### src/rtl/exc_flow_ctrl_pkg.sv
// Shared encodings for the exception/interrupt sequencer:
// FSM states, ExcCodes, CP0 register numbers, address map.
package exc_flow_ctrl_pkg;

  typedef enum logic [1:0] {
    ST_RUN  = 2'd0,
    ST_TRAP = 2'd1,
    ST_ERET = 2'd2
  } state_e;

  localparam logic [4:0] EXC_INT  = 5'd0;
  localparam logic [4:0] EXC_ADEL = 5'd4;
  localparam logic [4:0] EXC_ADES = 5'd5;
  localparam logic [4:0] EXC_RI   = 5'd10;
  localparam logic [4:0] EXC_OV   = 5'd12;

  localparam logic [4:0] CP0_SR    = 5'd12;
  localparam logic [4:0] CP0_CAUSE = 5'd13;
  localparam logic [4:0] CP0_EPC   = 5'd14;

  localparam logic [31:0] HANDLER_PC_DEF = 32'h0000_4180;
  localparam logic [31:0] TEXT_LO_DEF    = 32'h0000_3000;
  localparam logic [31:0] TEXT_HI_DEF    = 32'h0000_6ffc;

endpackage

### src/rtl/exc_flow_ctrl_fetch_check.sv
// Fetch-address checker: flags misaligned or out-of-text f_pc as AdEL.
// Ports: f_pc (fetch PC) in, f_exc (4 = AdEL, else 0) out.
module exc_fetch_check
  import exc_flow_ctrl_pkg::*;
#(
  parameter logic [31:0] TEXT_LO = TEXT_LO_DEF,
  parameter logic [31:0] TEXT_HI = TEXT_HI_DEF
) (
  input  logic [31:0] f_pc,
  output logic [4:0]  f_exc
);

  logic bad;

  assign bad = (f_pc[1:0] != 2'b00)
             | (f_pc < TEXT_LO)
             | (f_pc > TEXT_HI);

  assign f_exc = bad ? EXC_ADEL : EXC_INT;

endmodule

### src/rtl/exc_flow_ctrl.sv
// Exception/interrupt sequencer between M stage and CP0.
// Ports: pipeline M/E/D/F status in, CP0 controls out, flush/redirect/stall out.
module exc_flow_ctrl
  import exc_flow_ctrl_pkg::*;
#(
  parameter logic [31:0] HANDLER_PC = HANDLER_PC_DEF,
  parameter logic [31:0] TEXT_LO    = TEXT_LO_DEF,
  parameter logic [31:0] TEXT_HI    = TEXT_HI_DEF
) (
  input  logic        clk,
  input  logic        reset,
  input  logic [31:0] f_pc,
  output logic [4:0]  f_exc,
  input  logic        d_eret,
  input  logic        e_valid,
  input  logic [31:0] e_pc,
  input  logic        e_mtc0_epc,
  input  logic        m_valid,
  input  logic [31:0] m_pc,
  input  logic        m_bd,
  input  logic [4:0]  m_exc,
  input  logic        m_eret,
  input  logic        m_mtc0,
  input  logic [4:0]  m_cp0_addr,
  input  logic [5:0]  hw_int,
  input  logic        cp0_req,
  input  logic [31:0] cp0_epc,
  output logic [31:0] cp0_vpc,
  output logic        cp0_bd,
  output logic [4:0]  cp0_exc,
  output logic [5:0]  cp0_hwint,
  output logic        cp0_exl_clr,
  output logic        cp0_wr_en,
  output logic        flush,
  output logic        npc_sel,
  output logic [31:0] npc,
  output logic        stall_d,
  output logic [1:0]  state
);

  state_e      state_q, state_d;
  logic [31:0] target, resume_pc;
  logic        take_exc, take_eret;

  exc_fetch_check #(
    .TEXT_LO (TEXT_LO),
    .TEXT_HI (TEXT_HI)
  ) u_fetch (
    .f_pc  (f_pc),
    .f_exc (f_exc)
  );

  // Oldest live instruction is the victim; with an empty M/E
  // the interrupt resumes at the next not-yet-retired PC.
  assign cp0_vpc = m_valid ? m_pc
                 : e_valid ? e_pc
                 : resume_pc;
  assign cp0_bd  = m_bd & m_valid;
  assign state   = state_q;

  always_comb begin
    state_d     = ST_RUN;
    take_exc    = 1'b0;
    take_eret   = 1'b0;
    cp0_exc     = EXC_INT;
    cp0_hwint   = 6'd0;
    cp0_exl_clr = 1'b0;
    cp0_wr_en   = 1'b0;
    flush       = 1'b0;
    npc_sel     = 1'b0;
    npc         = 32'd0;
    stall_d     = 1'b0;
    case (state_q)
      ST_RUN: begin
        cp0_exc   = m_valid ? m_exc : EXC_INT;
        cp0_hwint = hw_int;
        cp0_wr_en = m_mtc0 & ~cp0_req;
        stall_d   = d_eret
                  & (e_mtc0_epc
                  | (m_mtc0 & (m_cp0_addr == CP0_EPC)));
        // Req wins over eret: the eret is squashed
        // and becomes the victim instead.
        if (cp0_req) begin
          take_exc = 1'b1;
          flush    = 1'b1;
          state_d  = ST_TRAP;
        end else if (m_eret & m_valid) begin
          take_eret   = 1'b1;
          flush       = 1'b1;
          cp0_exl_clr = 1'b1;
          state_d     = ST_ERET;
        end
      end
      ST_TRAP, ST_ERET: begin
        npc_sel = 1'b1;
        npc     = target;
      end
      default: ;
    endcase
  end

  always_ff @(posedge clk) begin
    if (!reset) begin
      state_q   <= ST_RUN;
      target    <= 32'd0;
      resume_pc <= TEXT_LO;
    end else begin
      state_q <= state_d;
      if (take_exc)
        target <= HANDLER_PC;
      else if (take_eret)
        target <= cp0_epc;
      if (npc_sel)
        resume_pc <= npc;
      else if (m_valid & ~flush)
        resume_pc <= m_pc + 32'd4;
    end
  end

endmodule

### config.mk
export PLATFORM = sky130hd
export DESIGN_NAME = exc_flow_ctrl
export DESIGN_NICKNAME = d
export VERILOG_FILES = /design/src/rtl/exc_flow_ctrl_pkg.sv /design/src/rtl/exc_flow_ctrl_fetch_check.sv /design/src/rtl/exc_flow_ctrl.sv
export SDC_FILE = /design/constraint.sdc
export NUM_CORES = 1
export LEC_CHECK = 0
export ABC_AREA = 1
export BUFFER_PORTS_ARGS = -buffer_cell sky130_fd_sc_hd__buf_4
export CAP_MARGIN = 5
export CORE_MARGIN = 2
export CORE_UTILIZATION = 37
export DETAILED_ROUTE_END_ITERATION = 12
export PLACE_DENSITY = 0.77
export SKIP_CTS_REPAIR_TIMING = 1
export SLEW_MARGIN = 20
export SYNTH_ARGS = -nofsm -noshare
export SYNTH_HDL_FRONTEND = slang
export SYNTH_HIERARCHICAL = 1
export SYNTH_SLANG_ARGS = --single-unit
### constraint.sdc
create_clock -name clk -period 1.7 [get_ports clk]
set_input_delay 0.085 -clock clk [delete_from_list [all_inputs] [get_ports clk]]
set_output_delay 0.085 -clock clk [all_outputs]
set_load 0.02 [all_outputs]
# Word level (Yosys, flattened, before mapping)
# Cells that the tools add are included.
dict set report totals {
  in_bits 154
  out_inout_bits 88
  regBits 66
  wordCells 55
}
dict set report op_classes {
  order_cmp 2
  n_eq_ne 3
  add_sub_neg 1
  n_reduce_logical 8
  muxes 23
  n_bitwise 13
}
# op n
set ops {}
lappend ops {{two-way mux 32 bit} 5}
lappend ops {{adder 32 x 3 -> 32 bit (second input constant)} 1}
lappend ops {{greater-than comparator 32 x 15 -> 1 bit (second input constant)} 1}
lappend ops {{less-than comparator 32 x 14 -> 1 bit (second input constant)} 1}
lappend ops {{two-way mux 15 bit} 2}
lappend ops {{two-way mux 1 bit} 11}
lappend ops {{two-way mux 5 bit} 2}
lappend ops {{AND 1 bit} 6}
lappend ops {{two-way mux 6 bit} 1}
lappend ops {{nonzero test 2 bit} 3}
lappend ops {{equality test 5 x 4 -> 1 bit (second input constant)} 1}
lappend ops {{NOT 1 bit} 4}
lappend ops {{OR reduction 2 bit} 2}
lappend ops {{two-way mux 3 bit} 1}
lappend ops {{bitwise OR 1 bit} 3}
lappend ops {{OR reduction 3 bit} 1}
lappend ops {{equality test 2 x 1 -> 1 bit (second input constant)} 1}
lappend ops {{equality test 2 bit (second input constant)} 1}
lappend ops {{zero test 2 bit} 1}
lappend ops {{two-way mux 2 bit} 1}
lappend ops {{AND reduction 2 bit} 1}

# Longest topological paths before layout
dict set report depth {
  depth_word 8
  depth_mapped 13
}

# Modules after synthesis
# Netlist, hierarchy kept.
# mod cells_per_inst instances area_per_inst_um2
set modules_own_cells {}
lappend modules_own_cells {exc_flow_ctrl 746 1 4429.2}
lappend modules_own_cells {exc_fetch_check 29 1 132.6}

# Least setup slack after synthesis
# OpenSTA, ideal clock, no wires.
dict set report synth_timing {
  path_kind {reg2reg}
  start {register state_q[0] (netlist: state[0])}
  end {register resume_pc[27]}
  setup_time_ps 69
  required_ps 1631
  slack_ps -265
  t_arrival_ps 1896
  path_stages_with_launch 11
  path_cell_list {dfxtp_1 > inv_1 > ha_1 > buf_2 > inv_1 > clkbuf_1 > buf_4 > nand3_2 > nand2_1 > inv_1 > a21oi_2}
}
# element line_no
set synth_rtl {}
lappend synth_rtl {{start: declaration} exc_flow_ctrl.sv:41} ;# state_e state_q, state_d;
lappend synth_rtl {{start signal: assignment} exc_flow_ctrl.sv:108} ;# state_q <= state_d;
lappend synth_rtl {{equality test 2 x 1 -> 1 bit or equality test 2 bit (tied branches)} exc_flow_ctrl.sv:73} ;# case (state_q)
lappend synth_rtl {{OR reduction 2 bit (*)} exc_flow_ctrl.sv:73}
lappend synth_rtl {{two-way mux 1 bit (*)} exc_flow_ctrl.sv:73}
lappend synth_rtl {{net npc_sel} exc_flow_ctrl.sv:35} ;# output logic npc_sel,
lappend synth_rtl {{two-way mux 32 bit or nonzero test 2 bit (tied branches)} --}
lappend synth_rtl {{end signal: assignment} exc_flow_ctrl.sv:114} ;# resume_pc <= npc;
lappend synth_rtl {{end signal: assignment} exc_flow_ctrl.sv:116} ;# resume_pc <= m_pc + 32'd4;
lappend synth_rtl {{end: declaration} exc_flow_ctrl.sv:42} ;# logic [31:0] target, resume_pc;
# The timed path passes the listed nets; every way through them passes the cells marked *.
# A chain may end at the register's enable or synchronous reset.

# Final worst setup path
dict set report layout_timing {
  start {register state_q[1] (netlist: state[1])}
  end {register resume_pc[17]}
}
dict set report layout_between {
  elab_chain_cells 5
}
# element line_no
set layout_rtl {}
lappend layout_rtl {{zero test 2 bit} exc_flow_ctrl.sv:73}
lappend layout_rtl {{two-way mux 1 bit} exc_flow_ctrl.sv:73}
lappend layout_rtl {{NOT 1 bit} exc_flow_ctrl.sv:115} ;# else if (m_valid & ~flush)
lappend layout_rtl {{AND 1 bit} exc_flow_ctrl.sv:115}
lappend layout_rtl {{nonzero test 2 bit (no line)} --}
# Parallel ways exist; a longest one is shown, timed or not.

==> results.yml <==
yosys:
  synth_area_leaders: "dfxtp_1 (29%), nand2_1 (22%), a21oi_1 (10%), inv_1 (8.9%), nor2_1 (5.4%)"
  avgSynthCellArea_um2: 5.89
  synth_ff_type: "dfxtp_1"
  synth_edf_count: 0
  yosysTopAreaCellShare_pct: 29.0
  synth.yosys.seq_area_share_pct: 29.0
  yosysTopAreaCell: "dfxtp_1"
  synth_warnings: 6
  synth_most_common_cell: "nand2_1"
  ys_ff_latch: 66
  synth_cells: 775
  synthesis.area_um2: 4560
  async_flop_share_pct: 0
  synth_cell_types: 30
  synthTopCellsByCount: "nand2_1 (272), inv_1 (108), a21oi_1 (93), dfxtp_1 (66), nor2_1 (66)"
power:
  power.total_mw: 4.64
  cellLeakagePower_nw: 3.55
  ir_drop_v: 0.000420
  power.density_nw_per_um2: 672
final_layout:
  drive_above_1_share_pct: 30.8
  stdcell_count: 1147
  num-fill-cells: 1190
  multiInputGateArea_um2: 2640
  fin_nets: 1154
  regArea_um2: 1320
  diodes: 0
  syn2layout_area_growth_pct: 51.3
timing:
  fin_crit_ns: 1.80
  final-hold-violation-count: 0
  setup_viol: 19
  slew_violations: 0
  max_freq_mhz: 555
  layout_setup_ws_ns: -0.103
  period_share_pct: 106
  rsz0062_at_grt: "true"
  skew_ns: 0.00499
drt:
  antenna_left: 0
  via_count: 5608
  wirelength_um: 16900
  viasPerCell: 4.89
  drt_first_iter_violations: 293
  wire_per_inst_um: 14.8
  first_pass_iters: 5
  drc: 0
grt:
  gr-total-overflow: 0
  grt_util_all_layers_pct: 24.1
  first_global_vias: 4943
  grt_pass1_wl_um: 25200
  grt_max_degree: 58
  grt_antenna_before_repair: 0
clocking:
  clock-sinks: 66
  clkLatencyLatePin_ns: 0.33
  numCtsBuffers: 9
  cts_tree: "built"
  clockRootBuffer: "clkbuf_16"
  cts.htree.levels: 3
  clkTransAtPathRegs_ns: 0.05
  clock_path_buffers: 2
critical_path:
  required_ns: 1.95
  end_kind: "register"
  crit_type: "reg2reg"
  worstPathArrival_ns: 2.05
  critPathLaunchType: "register"
  cp_max_fo: 8
flow_run:
  cap_violations: 0
die:
  die-area_um2: 13200
  die_h_um: 115
  io_pins: 242
  rows: 40
  die_w_um: 115
  core_area_um2: 12000
  initial_core_util_pct: 38.0
placement:
  pre_cts_ws_ns: 0.0895
  dp_cells: 1124
  portBuffers: 227
  gp_congestion: 0.921
  hpwl_um: 12800
min_path:
  hp-class: "in2reg"
outcome:
  status: "finished with violations"
  violations: "negative setup slack"
worst max-delay path, stage by stage, from the launching register on:
cell and delay [ns]:
dfxtp_2 0.33, inv_2 0.04, ha_4 0.17, buf_6 0.12, nand2_4 0.07, inv_2 0.04
nor2_4 0.12, nand2_4 0.08, nor2_4 0.26, clkbuf_16 0.22, nand3_1 0.10, a21oi_1 0.16
cells by family (layout without fill, tap and decap cells):
group | after synthesis | count (layout) | synth area share [%]
buf+inv | 156 | 378 | 14.7
other cells | 1 | 4 | 0.0822
fa+ha+maj | 2 | 2 | 0.548
simple gates | 407 | 407 | 37.2
xor+xnor | 10 | 10 | 1.92
flops | 66 | 66 | 29.0
compound gates | 133 | 133 | 16.6
state kept, by name (all words and copies together), names as in the netlist:
| register | flops |
|---|---|
| resume_pc | 32 |
| target | 32 |
| state | 2 |
path summary, 6_finish.rpt:
path | end | cells after the start | slack [ns] | from
hold / removal | resume_pc[13] | 2 | 0.008 | reset
setup / recovery | resume_pc[17] | 11 | -0.10 | state[1]
setup reg to reg | resume_pc[17] | 11 | -0.10 | state[1]
hold reg to reg | target[27] | 2 | 0.46 | target[27]
per-layer routing:
metal | vias to the layer above | GRT usage [%] | part of all wire [%]
li1 | 2860 | - | -
met1 | 2458 | 33.1 | 43
met2 | 246 | 37.8 | 45
met3 | 44 | 3.37 | 8.0
met4 | 0 | 10.6 | 3.1
met5 | - | 0 | 0
where the power goes:
part	switching [mW]	total [mW]	internal, mW
Clock	0.619	1.66	1.04
Sequential	0.0385	1.65	1.62
Combinational	0.711	1.32	0.612
area by class of cell:
cell class	count	share of cell area, %
inverters	112	6.13
flip-flops and latches	66	19.2
multi-input cells	556	38.3
clock buffers	13	3.77
well taps	147	2.66
repair buffers	253	29.9
stage by stage:
stage	setup TNS, ns	hold WS [ns]	utilization, %	cell area (µm²)
floorplan	0	0.172	-	4590
global placement	0	0.335	53.7	6450
detailed placement	0	0.339	53.7	6450
CTS	-0.471	-0.00468	55.9	6710
global route	-3.39	0.0173	57.5	6900
finish	-0.533	0.00751	57.5	6900
layout by cell type, fill, tap and decap left out, types with 4 or more instances in the layout:
cell and n:
a21oi_1 91, a21oi_2 10, a22oi_1 21, a31oi_1 8, buf_12 8, buf_4 239, clkbuf_16 12, conb_1 4
dfxtp_1 64, inv_1 105, inv_2 6, nand2_1 270, nand3_1 42, nand3_2 10, nor2_1 66, nor2_2 4
nor2_4 4, xor2_1 9
Power figures use the tool's default switching activity.
